### config.mk
export PLATFORM = sky130hd
export DESIGN_NAME = ip_stack_serial_flat
export DESIGN_NICKNAME = d
export VERILOG_FILES = /design/src/rtl/ip_stack_serial_if.sv /design/src/rtl/ip_stack_serial.sv /design/src/flat_wrapper.sv
export SDC_FILE = /design/constraint.sdc
export NUM_CORES = 1
export LEC_CHECK = 0
export BUFFER_PORTS_ARGS = -buffer_cell sky130_fd_sc_hd__buf_2
export CORE_MARGIN = 3
export CORE_UTILIZATION = 52
export DETAILED_ROUTE_END_ITERATION = 10
export MAX_ROUTING_LAYER = met4
export PLACE_DENSITY = 0.78
export SETUP_SLACK_MARGIN = 0.2
export SYNTH_ARGS = -nofsm -noshare
export SYNTH_HDL_FRONTEND = slang
export SYNTH_SLANG_ARGS = --single-unit
### constraint.sdc
create_clock -name sysclk -period 3 [get_ports sysclk]
set_input_delay 0.3 -clock sysclk [delete_from_list [all_inputs] [get_ports sysclk]]
set_output_delay 0.3 -clock sysclk [all_outputs]
set_load 0.03 [all_outputs]
### src/rtl/ip_stack_serial_if.sv
// Host-side bundle for the serial instruction-pointer stack: fetch/command
// strobes in, nibble bus and stack status out.
interface ip_stack_serial_if #(
  parameter int NIBBLES = 3,
  parameter int DEPTH   = 4
);
  localparam int AW  = 4 * NIBBLES;
  localparam int SPW = $clog2(DEPTH);

  logic           fetch_start;
  logic           cmd_valid;
  logic [1:0]     cmd;
  logic [AW-1:0]  cmd_addr;
  logic [3:0]     dout;
  logic           dout_en;
  logic           busy;
  logic [AW-1:0]  pc;
  logic [SPW-1:0] sp;
  logic           ovf;
  logic           unf;

  modport master (
    output fetch_start, cmd_valid, cmd, cmd_addr,
    input  dout, dout_en, busy, pc, sp, ovf, unf
  );

  modport slave (
    input  fetch_start, cmd_valid, cmd, cmd_addr,
    output dout, dout_en, busy, pc, sp, ovf, unf
  );
endinterface

### src/rtl/ip_stack_serial.sv
// Program counter plus return stack; the PC is streamed low nibble first and
// incremented one nibble per cycle with a registered carry.
module ip_stack_serial #(
  parameter int NIBBLES = 3,
  parameter int DEPTH   = 4,
  parameter int WRAP    = 1
) (
  input logic               sysclk,
  input logic               poc_n,
  ip_stack_serial_if.slave  bus
);
  localparam int AW  = 4 * NIBBLES;
  localparam int SPW = $clog2(DEPTH);
  localparam int IW  = 3;
  localparam logic [SPW-1:0] SP_MAX   = SPW'(DEPTH - 1);
  localparam logic [IW-1:0]  IDX_LAST = IW'(NIBBLES - 1);

  localparam logic [1:0] CMD_JUMP = 2'd0;
  localparam logic [1:0] CMD_CALL = 2'd1;
  localparam logic [1:0] CMD_RET  = 2'd2;
  localparam logic [1:0] CMD_PAGE = 2'd3;

  logic [AW-1:0]  rows [DEPTH];
  logic [SPW-1:0] sp_q;
  logic [SPW-1:0] depth_count;
  logic [SPW-1:0] sp_inc;
  logic [SPW-1:0] sp_dec;
  logic           busy_q;
  logic           carry;
  logic           ovf_q;
  logic           unf_q;
  logic [IW-1:0]  idx;
  logic [AW-1:0]  top;
  logic [AW-1:0]  next_top;
  logic [3:0]     cur_nib;
  logic [4:0]     nib_sum;
  logic           stack_full;

  // Constant-index nibble select keeps the part-selects width-exact for any NIBBLES.
  always_comb begin
    top      = rows[sp_q];
    cur_nib  = 4'h0;
    for (int k = 0; k < NIBBLES; k++) begin
      if (idx == IW'(k)) cur_nib = top[4*k +: 4];
    end
    nib_sum  = {1'b0, cur_nib} + {4'b0000, carry};
    next_top = top;
    for (int k = 0; k < NIBBLES; k++) begin
      if (idx == IW'(k)) next_top[4*k +: 4] = nib_sum[3:0];
    end
    sp_inc     = sp_q + 1'b1;
    sp_dec     = sp_q - 1'b1;
    stack_full = (depth_count == SP_MAX);
  end

  always_ff @(posedge sysclk) begin
    if (!poc_n) begin
      for (int r = 0; r < DEPTH; r++) rows[r] <= '0;
      sp_q        <= '0;
      depth_count <= '0;
      busy_q      <= 1'b0;
      idx         <= '0;
      carry       <= 1'b1;
      ovf_q       <= 1'b0;
      unf_q       <= 1'b0;
    end else if (busy_q) begin
      rows[sp_q] <= next_top;
      carry      <= nib_sum[4];
      if (idx == IDX_LAST) begin
        busy_q <= 1'b0;
        idx    <= '0;
      end else begin
        idx <= idx + 1'b1;
      end
    end else if (bus.fetch_start) begin
      busy_q <= 1'b1;
      idx    <= '0;
      carry  <= 1'b1;
    end else if (bus.cmd_valid) begin
      case (bus.cmd)
        CMD_JUMP: rows[sp_q] <= bus.cmd_addr;
        // A full stack only advances when wrapping; the oldest row is then lost.
        CMD_CALL: begin
          if (!stack_full || WRAP != 0) begin
            sp_q         <= sp_inc;
            rows[sp_inc] <= bus.cmd_addr;
            if (!stack_full) depth_count <= depth_count + 1'b1;
          end else begin
            ovf_q <= 1'b1;
          end
        end
        CMD_RET: begin
          if (depth_count != '0) begin
            sp_q        <= sp_dec;
            depth_count <= depth_count - 1'b1;
          end else if (WRAP != 0) begin
            sp_q <= sp_dec;
          end else begin
            unf_q <= 1'b1;
          end
        end
        CMD_PAGE: rows[sp_q][7:0] <= bus.cmd_addr[7:0];
        default: ;
      endcase
    end
  end

  assign bus.dout    = busy_q ? cur_nib : 4'h0;
  assign bus.dout_en = busy_q;
  assign bus.busy    = busy_q;
  assign bus.pc      = top;
  assign bus.sp      = sp_q;
  assign bus.ovf     = ovf_q;
  assign bus.unf     = unf_q;
endmodule

### src/flat_wrapper.sv
// flat-port wrapper written by rule: the top's interface ports become plain ports
module ip_stack_serial_flat 
#(
  parameter int NIBBLES = 3,
  parameter int DEPTH   = 4,
  parameter int WRAP    = 1
)
  (sysclk, poc_n, bus_fetch_start, bus_cmd_valid, bus_cmd, bus_cmd_addr, bus_dout, bus_dout_en, bus_busy, bus_pc, bus_sp, bus_ovf, bus_unf);
  ip_stack_serial_if #(.NIBBLES(NIBBLES), .DEPTH(DEPTH)) bus_i ();
  input logic sysclk;
  input logic poc_n;
  input wire logic [$bits(bus_i.fetch_start)-1:0] bus_fetch_start;
  input wire logic [$bits(bus_i.cmd_valid)-1:0] bus_cmd_valid;
  input wire logic [$bits(bus_i.cmd)-1:0] bus_cmd;
  input wire logic [$bits(bus_i.cmd_addr)-1:0] bus_cmd_addr;
  output wire logic [$bits(bus_i.dout)-1:0] bus_dout;
  output wire logic [$bits(bus_i.dout_en)-1:0] bus_dout_en;
  output wire logic [$bits(bus_i.busy)-1:0] bus_busy;
  output wire logic [$bits(bus_i.pc)-1:0] bus_pc;
  output wire logic [$bits(bus_i.sp)-1:0] bus_sp;
  output wire logic [$bits(bus_i.ovf)-1:0] bus_ovf;
  output wire logic [$bits(bus_i.unf)-1:0] bus_unf;
  assign bus_i.fetch_start = bus_fetch_start;
  assign bus_i.cmd_valid = bus_cmd_valid;
  assign bus_i.cmd = bus_cmd;
  assign bus_i.cmd_addr = bus_cmd_addr;
  assign bus_dout = bus_i.dout;
  assign bus_dout_en = bus_i.dout_en;
  assign bus_busy = bus_i.busy;
  assign bus_pc = bus_i.pc;
  assign bus_sp = bus_i.sp;
  assign bus_ovf = bus_i.ovf;
  assign bus_unf = bus_i.unf;
  ip_stack_serial #(.NIBBLES(NIBBLES), .DEPTH(DEPTH), .WRAP(WRAP)) u_core (.sysclk(sysclk), .poc_n(poc_n), .bus(bus_i));
endmodule
==> Word-level counts from Yosys, hierarchy flattened <==
Memories as Yosys holds them, arrays and structs flattened. A register that Yosys moved wholly into a read port is not among the register bits.
Cells that the tools add are included.
{ "word_totals": {"reg_bits": 7, "inputBits": 18, "output_inout_bits": 22, "mem_count": 1, "word_cells": 73, "mem_bits_rw": 48} }
{ "mem_list": {"columns": ["name", "words", "width", "rd", "rd_ports_with_merged_regs", "wr", "line", "text"], "rows": [
  ["u_core.rows", 4, 12, 1, 1, 4, "ip_stack_serial.sv:23", "logic [AW-1:0] rows [DEPTH];"]
]} }
{ "op_classes": {"reduce_logical": 7, "n_mux": 48, "bitwise_logic": 4, "n_eq_ne": 5, "add_sub_neg": 4} }
{ "op_table": {"columns": ["cell", "n"], "rows": [
  ["$mux 12", 3],
  ["$mux 4", 7],
  ["$mux 1", 27],
  ["$reduce_or 12->1", 2],
  ["$mux 2", 6],
  ["$mux 3", 3],
  ["$mux 8", 1],
  ["$add 4x1->5", 1],
  ["$eq 2x2->1 const B", 2],
  ["$pmux 2 s2", 1],
  ["$reduce_and 4->1", 1],
  ["$reduce_bool 2->1", 2],
  ["$add 3x1->3 const B", 1],
  ["$eq 3x1->1 const B", 1],
  ["$eq 3x2->1 const B", 1],
  ["$logic_not 3->1", 1],
  ["$add 2x1->2 const B", 1],
  ["$eq 2x1->1 const B", 1],
  ["$logic_not 2->1", 1],
  ["$not 1->1", 2],
  ["$or 1x1->1", 2],
  ["$sub 2x1->2 const B", 1]
]} }

==> Depth between registers and ports, before layout <==
{ "logic_depth": {"word_depth": 12, "ltp_mapped": 13, "depth_no_buf": 12} }

==> Worst setup path after synthesis <==
OpenSTA, ideal clock, no wires.
{ "synth_timing": {"path_type": "flip-flop to flip-flop", "startpoint": "register with a tool-made name", "endpoint": "memory u_core.rows[1][2] in the netlist's numbering (data pin)", "period_less_slack_ns": 2.968, "arrival_ns": 2.703, "path_stages_with_launch": 13, "required_time_ns": 2.735, "path_buffers": 1, "slack_ns": 0.032, "setup_ns": 0.265, "cell_sequence": "dfxtp_1 buf_6 mux4_2 mux2i_1 nor2_1 a21oi_1 nor2_1 ha_1 ha_1 mux2_2 a22oi_1 a2bb2oi_2 nor2_1"} }
{ "synth_lines": {"columns": ["element", "line"], "rows": [
  ["end, declared", "ip_stack_serial.sv:23"]
]} }

==> results.md <==
* CTS tree: done
* Routed wl met3 at 590 um
* Vias in the first global route at 2352
* Final Power at 2.04 mW
* Yosys warnings at 0
* Number of distinct library cells after synthesis at 50
* Starting Density at 55.8%
* Final min period at 2.75 ns
* Fraction of the cycle the final worst path needs at 91.8%
* Post-synthesis cell area at 3180 um^2
* Worst setup EP type: flip-flop
* Clock latency on the worst-skew pair at 0.36 ns
* Most common cell after layout, fill and taps aside: nor2_1
* Overflow after GRT at 0
* Fraction of layout cells with a size suffix above 1 at 29.5%
* Startpoint Class: flip-flop
* Main synth FF type: edfxtp_1
* TritonCTS buffer count at 9
* TritonCTS Sinks at 57
* Final net count at 358
* DR vias at 2427
* Crit Path Max Fanout at 7
* Metal2 WL at 3870 um
* Post-Syn Instances at 285
* Drt first-iter violations at 250
* Final Slew Violations at 0
* Commonest non-fill, non-tap cells in the layout: 58 x nor2_1, 48 x edfxtp_1, 37 x buf_2, 25 x nand2_1, 16 x inv_1
* Setup violations, final at 0
* Ys async rst share at 0%
* Hold Crit Start: bus_cmd_addr[2]
* Status: finished, final reports clean
* Least-Margin Pin Slew at 0.588 ns
* Worst vdd ir at 0.423 mV
* Die Height at 84.2 um
* Number of max-cap violations at 0
* Number of port buffers at 37
* Antenna Cells at 0
* EDFF count, synth at 48
* Arr. time, crit path at 2.85 ns
* Synth Register Bits at 57
* Layout Area Growth over Synthesis at 16.7%
* Final hold violations at 0
* Die width at 84.2 um
* Drt drc at 0
* Seq. cell area at 1630 um^2
* Via density at 5.91
* Largest net degree at the start of global routing at 21
* Register area share after synthesis at 50.9%
* Hold Buf Count CTS at 0
* Fmax at 363 MHz
* Cell leakage power at 1.47 nW
* RSZ-0062 raised after global routing: true
* Setup CP Type: flip-flop to flip-flop
* Syn avg cell area at 11.2 um^2
* Detail Route Antenna Nets at 0
* H-tree depth at 3
* Core area at 5710 um^2
* Global-route wire length before repair at 12300 um
* Worst EP required at 3.09 ns
* Initial antenna violation count at 0
* Drt total wl at 7770 um
* CTS root buf: clkbuf_8
* Power Dens Cells at 549 nW/um^2
* Fill count at 458
* Reg clk slew, reported paths at 0.07 ns
* Metal-1 WL at 3160 um
* First drt pass iteration count at 5
* Row count at 27
* Hold crit path type: primary input to flip-flop
* Multi-input logic area at 1440 um^2
* Highest routed layer: met4
* Maximum buffer depth of the clock tree at 2
* Gr usage total at 23.8%
* DP HPWL at 5610 um
* I/O pins at 40
* Die area at 7100 um^2
* GPL Wtd Cong at 0.903
* Flop2flop setup slack at 0.25 ns
* Drt wl/cell at 18.9 um
* Post-Route Skew at 0.00521 ns
* Total negative setup slack at 0 ns
* Slew HR at 60.8%
-- cell usage after synthesis, types with 2 or more instances --
library cell	number	area, um^2
nor2_1	58	218
edfxtp_1	48	1440
nand2_1	25	93.8
inv_1	16	60.1
a21oi_1	11	55.1
o21ai_0	11	55.1
dfxtp_1	9	180
mux4_2	9	203
mux2i_1	7	70.1
clkbuf_1	6	22.5
ha_1	6	75.1
and2_1	5	31.3
nor2b_1	5	31.3
a22oi_1	4	30.0
buf_2	4	20.0
nor3_1	4	20.0
xor2_1	4	35.0
buf_4	3	22.5
mux2_2	3	33.8
mux4_1	3	78.8
nand2b_1	3	18.8
o31a_1	3	26.3
or2_2	3	18.8
a21oi_2	2	17.5
a22o_1	2	17.5
nand3_1	2	10.0
nor3b_1	2	15.0
nor3b_2	2	25.0
o21a_1	2	15.0
o31ai_1	2	15.0
xnor2_1	2	17.5
-- report_power, final --
group / switching, mW / internal, mW / leakage (nW) / total, mW
logic: 0.247 / 0.142 / 0.813 / 0.389
clock network: 0.333 / 0.381 / 0.0893 / 0.714
registers: 0.0217 / 0.915 / 0.571 / 0.936
-- repair_timing --
action / CTS / global route
setup buffers: 0 / 3
pin swaps: 0 / 2
resized for setup: 1 / 1
setup endpoints to repair: 5 / 15
-- final timing paths --
kind,to,cells past startpoint
setup / recovery,u_core.rows[1][2],11
hold / removal,u_core.rows[3][2],3
setup reg to reg,u_core.rows[1][2],11
hold reg to reg,u_core.carry,2
-- per-stage QoR --
stage                     instances  util, %  setup WS [ns]  cell area [um^2]  hold WS [ns]
after detailed placement        392     61.1          0.185              3490         0.562
after CTS                       408     64.6          0.256              3690         0.248
after global placement          392     61.1          0.219              3490         0.551
after floorplan                 286        -          0.198              3210         0.486
final                           411     65.0          0.246              3710         0.269
after global routing            411     65.0          0.112              3710         0.281
-- sequential cells by signal, indices dropped and copies added, names as in the netlist, named ones only --
signal / count
u_core.bus.sp: 2
u_core.carry: 1
u_core.idx: 3
u_core.rows: 48
u_core.bus.busy: 1
-- final cells by class --
| cell class | instances | share of cell area, % |
|---|---|---|
| clock inverter | 7 | 1.89 |
| clock buffer | 9 | 3.34 |
| inverter | 17 | 1.72 |
| timing repair buffer | 52 | 8.02 |
| tap | 72 | 2.43 |
| multi-input combinational | 197 | 38.8 |
| sequential | 57 | 43.8 |
-- metal layers --
layer	global-route usage, %	vias up
li1	-	1121
met1	29.0	1183
met2	37.2	108
met3	6.77	15
met4	9.65	0
met5	-	-
-- cells by family after synthesis --
group / Yosys count / share of synthesized area [%]
AND/OR/NAND/NOR: 115 / 17.1
flip-flops: 57 / 50.9
AO/OA/AOI/OAI: 46 / 11.2
buffers and inverters: 32 / 4.52
multiplexers: 22 / 12.1
adder cells (fa/ha/maj): 6 / 2.36
XOR/XNOR: 6 / 1.65
other: 1 / 0.118
-- worst max-delay path: stages (launching register included) --
cell and delay, ns:
dfxtp_4 0.43, mux4_2 0.56, mux2i_1 0.15, nor2_1 0.05
a21oi_1 0.12, nor2_1 0.07, ha_2 0.22, ha_4 0.17
mux2_2 0.27, a22oi_2 0.16, a2bb2oi_2 0.21, nor2_1 0.07
Power figures use the tool's default switching activity.
